## src/rtl/matrix_stream_loader.sv

```systemverilog
// matrix_stream_loader
//   Fills the shared matrix element-write port from a valid/ready stream,
//   walking row-major addresses internally. In symmetric mode only the upper
//   triangle is streamed and every off-diagonal element is written a second
//   time at its transposed location.
//
// Ports
//   clk, rst          : rising-edge clock, synchronous active-high reset
//   start, symmetric  : begin a load (IDLE only); mode captured with start
//   abort             : drop the load in progress, no finished pulse
//   in_data, in_valid : stream element and its valid
//   in_ready          : loader accepts a beat this cycle (state only)
//   write_row_addr,
//   write_col_addr,
//   write_data        : registered matrix write; hold value when idle
//   write_ready       : one-cycle write strobe
//   busy, owns_port   : load in progress / matrix port mux select
//   finished          : one-cycle pulse one cycle after the final strobe
//
// Handshake: a beat transfers on a rising edge where in_valid && in_ready;
// in_ready never depends on in_valid, and an abort in the same cycle wins
// over the transfer (the beat is dropped).
module matrix_stream_loader #(
    parameter int NUM_ROWS    = 169,
    parameter int NUM_COLS    = 169,
    parameter int SCALAR_BITS = 32,
    localparam int ROW_ADDR_WIDTH = $clog2(NUM_ROWS),
    localparam int COL_ADDR_WIDTH = $clog2(NUM_COLS)
) (
    input  logic                      clk,
    input  logic                      rst,
    input  logic                      start,
    input  logic                      symmetric,
    input  logic                      abort,
    input  logic [SCALAR_BITS-1:0]    in_data,
    input  logic                      in_valid,
    output logic                      in_ready,
    output logic [ROW_ADDR_WIDTH-1:0] write_row_addr,
    output logic [COL_ADDR_WIDTH-1:0] write_col_addr,
    output logic [SCALAR_BITS-1:0]    write_data,
    output logic                      write_ready,
    output logic                      busy,
    output logic                      owns_port,
    output logic                      finished
);

    typedef enum logic [1:0] {IDLE, STREAM, MIRROR, FLUSH} state_t;

    localparam logic [ROW_ADDR_WIDTH-1:0] ROW_LAST = ROW_ADDR_WIDTH'(NUM_ROWS - 1);
    localparam logic [COL_ADDR_WIDTH-1:0] COL_LAST = COL_ADDR_WIDTH'(NUM_COLS - 1);

    state_t                    state, state_next;
    logic [ROW_ADDR_WIDTH-1:0] r;
    logic [COL_ADDR_WIDTH-1:0] c;
    logic                      sym;
    logic                      last_q;     // the beat behind a pending mirror was the last one
    logic                      accept;
    logic                      mirror_wr;
    logic                      done;
    logic                      at_last;
    logic                      off_diag;

    assign at_last   = (r == ROW_LAST) && (c == COL_LAST);
    assign off_diag  = sym && (int'(r) != int'(c));
    assign in_ready  = (state == STREAM);
    assign busy      = (state != IDLE);
    assign owns_port = busy;

    always_ff @(posedge clk) begin
        if (rst) state <= IDLE;
        else     state <= state_next;
    end

    always_comb begin
        state_next = state;
        accept     = 1'b0;
        mirror_wr  = 1'b0;
        done       = 1'b0;
        case (state)
            IDLE: begin
                if (start) state_next = STREAM;
            end
            STREAM: begin
                if (in_valid) begin
                    accept = 1'b1;
                    if (off_diag)     state_next = MIRROR;
                    else if (at_last) state_next = FLUSH;
                end
            end
            MIRROR: begin
                mirror_wr  = 1'b1;
                state_next = last_q ? FLUSH : STREAM;
            end
            FLUSH: begin
                done       = 1'b1;
                state_next = IDLE;
            end
            default: state_next = IDLE;
        endcase
        // Abort suppresses any write or completion decided this cycle.
        if (abort && state != IDLE) begin
            state_next = IDLE;
            accept     = 1'b0;
            mirror_wr  = 1'b0;
            done       = 1'b0;
        end
    end

    always_ff @(posedge clk) begin
        if (rst) begin
            r              <= '0;
            c              <= '0;
            sym            <= 1'b0;
            last_q         <= 1'b0;
            write_row_addr <= '0;
            write_col_addr <= '0;
            write_data     <= '0;
            write_ready    <= 1'b0;
            finished       <= 1'b0;
        end else begin
            write_ready <= 1'b0;
            finished    <= done;
            if (state == IDLE && start) begin
                r   <= '0;
                c   <= '0;
                sym <= symmetric;
            end
            if (accept) begin
                write_row_addr <= r;
                write_col_addr <= c;
                write_data     <= in_data;
                write_ready    <= 1'b1;
                last_q         <= at_last;
                if (c == COL_LAST) begin
                    r <= r + ROW_ADDR_WIDTH'(1);
                    // Symmetric mode restarts each row on the next diagonal.
                    c <= sym ? (COL_ADDR_WIDTH'(r) + COL_ADDR_WIDTH'(1)) : '0;
                end else begin
                    c <= c + COL_ADDR_WIDTH'(1);
                end
            end
            // The outputs still hold the primary write, so the mirror is a swap.
            if (mirror_wr) begin
                write_row_addr <= ROW_ADDR_WIDTH'(write_col_addr);
                write_col_addr <= COL_ADDR_WIDTH'(write_row_addr);
                write_ready    <= 1'b1;
            end
        end
    end

endmodule

```

## config.mk

```make
export PLATFORM = sky130hd
export DESIGN_NAME = matrix_stream_loader
export DESIGN_NICKNAME = d
export VERILOG_FILES = /design/src/rtl/matrix_stream_loader.sv
export SDC_FILE = /design/constraint.sdc
export NUM_CORES = 1
export LEC_CHECK = 0
export CAP_MARGIN = 25
export CELL_PAD_IN_SITES_DETAIL_PLACEMENT = 0
export CELL_PAD_IN_SITES_GLOBAL_PLACEMENT = 1
export CORE_UTILIZATION = 37
export DETAILED_ROUTE_END_ITERATION = 16
export GPL_TIMING_DRIVEN = 0
export PLACE_DENSITY_LB_ADDON = 0.1
export SYNTH_ARGS = -nofsm -noshare
export SYNTH_HDL_FRONTEND = slang
export SYNTH_SLANG_ARGS = --single-unit
```

## constraint.sdc

```tcl
create_clock -name clk -period 4.4 [get_ports clk]
set_input_delay 0.66 -clock clk [delete_from_list [all_inputs] [get_ports clk]]
set_output_delay 0.66 -clock clk [all_outputs]
set_load 0.1 [all_outputs]
```

==> summary.md <==
| Metric | Value |
|---|---|
| Outcome | `complete, no violations` |
| Crit Reg-Reg Startpoint | `state[0]` |
| Via count | `between 3,000 and 4,000` |
| First-pass detailed-route iteration total | `4` |
| Crit-path max cell delay | `1.15 ns` |
| Max Freq | `342 MHz` |
| CP endpoint kind | `output pin` |
| Area leader, netlist | `dfxtp_1` |
| TritonCTS clock tree | `built` |
| Final min period | `roughly 3 ns` |
| Worst path bufs/invs | `2` |
| Count of max-cap constraint violations | `0` |
| DRC | `0` |
| Routed Antenna Nets | `0` |
| CP required | `3.74 ns` |
| DR iter-0 viols | `223` |
| First-pass GRT wire length | `14,100 microns` |
| List of most frequent post-synthesis cells | `nand2_1, dfxtp_1, a21oi_1` |
| Root Driver | `clkbuf_8` |
| Die Y | `~96 microns` |
| GP Congestion | `0.831` |
| Clk buf depth | `2` |
| Top-count cell post-synth | `nand2_1` |
| Min-Delay Endpoint | `write_data[14]` |
| Number of max-slew violations in the final report | `0` |
| Hold Path Depth | `2` |
| Final instance area | `4540 sq um` |
| Top post-synthesis cells by area | `dfxtp_1, nand2_1, a21oi_1` |
| H-Tree Depth | `3` |
| R2R setup slack | `2.57 ns` |
| Pin count of the biggest net entering global routing | `13` |
| Synth unique cells | `53` |
| Horiz. Die Dim | `between 90 and 100 microns` |
| Layout area overhead | `40.2%` |
| Syn Nets | `437` |
| Worst path slowest cell | `clkdlybuf4s50_1` |
| Pre-CTS setup slack | `1.84 ns` |
| # port buffers | `89` |
| # rows | `33` |
| Final period util | `66.5%` |
| Lkg Pwr | `1.52 nW` |
| Placeable Area | `approximately 8300 sq um` |
| # placed instances | `589` |
| Yosys warns | `0` |
| Final Hold Fails | `0` |
| Starting Density | `38.8%` |
| Max VDD drop | `between 0.2 and 0.25 mV` |
| Reg2Reg Depth | `6` |
| Hold Slack | `0.455 ns` |
| Register area share after synthesis | `about 43%` |
| Final Net Count | `537` |
| Setup WS post-layout | `about 1.5 ns` |
| Antenna violations before repair | `0` |
| Netlist Area Pre-Place | `around 3200 sq um` |
| Clock Skews | `0.0106 ns` |
| Setup total negative slack | `0 ns` |
| Pwr Total | `1.58 mW` |
| Hold Crit Class | `flop to flop` |
| Detailed Place HPWL | `6480 microns` |
| Async SR Flop Fraction | `0%` |
| Critical path class | `flop to output pin` |
| Final core occ | `54.4%` |
| Cells after Synth | `395` |
| HP Start | `write_data[14]` |
| Critical path, cell by cell | `buf_4, and2b_1, clkdlybuf4s50_1` |
| Share of cells above drive strength 1 | `10.8%` |
| Max-slew headroom | `33.8%` |
| CP max FO | `10` |
| ANT cells | `0` |
| Routed wire length | `9100 microns` |
| Post-CTS sizing | `0` |
| Unrepaired setup endpoints after global routing | `no` |
| Storage cell area | `1400 sq um` |
| Post-synthesis register bit count | `70` |
| Post-synth top flop | `dfxtp_1` |
| WL per Instance | `15.0 microns` |
| Area of the multi-input gates | `~1600 sq um` |
| Slew @ Worst Pin | `0.990 ns` |
| Grt ovf | `0` |
| Arrival @ worst endpoint | `roughly 2.3 ns` |
| Vias/cell | `5.15` |
| Top cell type's share of synthesized area | `43.3%` |
| Pwr Density | `348 nW/um^2` |
| Total global-route track usage | `between 20 and 25%` |
| DP Area | `4260 sq um` |
| Syn avg cell area | `around 8.2 sq um` |
| Sink Count | `70` |
| CTS clk-pin slew, worst paths | `0.07 ns` |
| Setup violations, final | `0` |
| Hold_buf cts | `0` |
| DIE AREA | `9130 sq um` |
| Fill cells | `roughly 800` |
| Num CTS Buffers | `9` |
| Number of synthesized flops with an enable pin | `0` |
| Type of element launching the critical path | `flop` |
| Worst skew pair latency | `0.35 ns` |
| I/O pin cnt | `between 90 and 100` |
| Cell family with most CP delay | `buffers and inverters` |
| Setup repair bufs after CTS | `0` |
| Vias in the first global route | `2,786` |
| Crit Reg-Reg Endpoint | `write_row_addr[1]` |
| Final std cells w/o fill | `605` |
worst register-to-register path, delay by kind of cell, from the launching register on:
family | cells | cell delay (ns)
flip-flops | 1 | 0.34
AND/OR/NAND/NOR | 3 | 0.90
buffers and inverters | 2 | 0.42
AO/OA/AOI/OAI | 1 | 0.06
how the worst max path moves through the flow:
stage | slack [ns] | startpoint | to | cells past startpoint
after global placement | 1.85 | state[0] | owns_port | 4
after CTS | 1.46 | state[0] | owns_port | 4
after floorplan | 2.37 | state[0] | owns_port | 3
after detailed placement | 1.84 | state[0] | owns_port | 4
after global routing | 1.39 | state[0] | owns_port | 4
final | 1.48 | state[0] | in_ready | 3
cell type report:
class	instances	share of cell area, %
multi-input combinational	282	35.2
sequential	70	30.9
timing repair buffer	89	19.6
buffer	36	4.69
clock buffer	11	3.34
tap	105	2.89
clock inverter	5	2.84
inverter	7	0.579
power by group:
part	switching [mW]	total [mW]	internal, mW
clock	0.251	0.717	0.466
combinational	0.141	0.212	0.0705
sequential	0.00609	0.649	0.643
total	0.398	1.58	1.18
state kept, by name (all words and copies together), names as in the netlist:
| signal | cells |
|---|---|
| write_row_addr | 8 |
| write_ready | 1 |
| write_col_addr | 8 |
| sym | 1 |
| write_data | 32 |
| r | 8 |
| last_q | 1 |
| c | 8 |
| state | 2 |
| finished | 1 |
cell families after synthesis:
kind of cell               synth area share [%]
and+or+nand+nor                            23.1
AOI/OAI and AO/OA                          21.0
DFF                                        43.3
buffers and inverters                      7.38
xor gates and xnor gates                   2.98
adders and majority gates                  1.55
muxes                                     0.773
placed cells by master (no fill, tap or decap), types with 7 or more instances in the layout:
cell type	instances
buf_2	10
clkbuf_8	11
clkdlybuf4s50_1	89
nand3_1	10
nor2_1	7
a22oi_1	16
dfxtp_1	70
nand2_1	100
inv_1	7
o21ai_0	7
buf_4	7
a21oi_1	64
clkbuf_1	12
xnor2_1	9
layer usage:
metal / vias up / track usage (%) / wire (microns)
met5: - / 0 / 0
met4: 0 / 5.22 / 76
met3: 7 / 5.58 / 558
met2: 90 / 31.1 / 4030
met1: 1451 / 28.2 / 4440
li1: 1570 / - / -
Note: power is estimated with default switching activity, not from simulation.
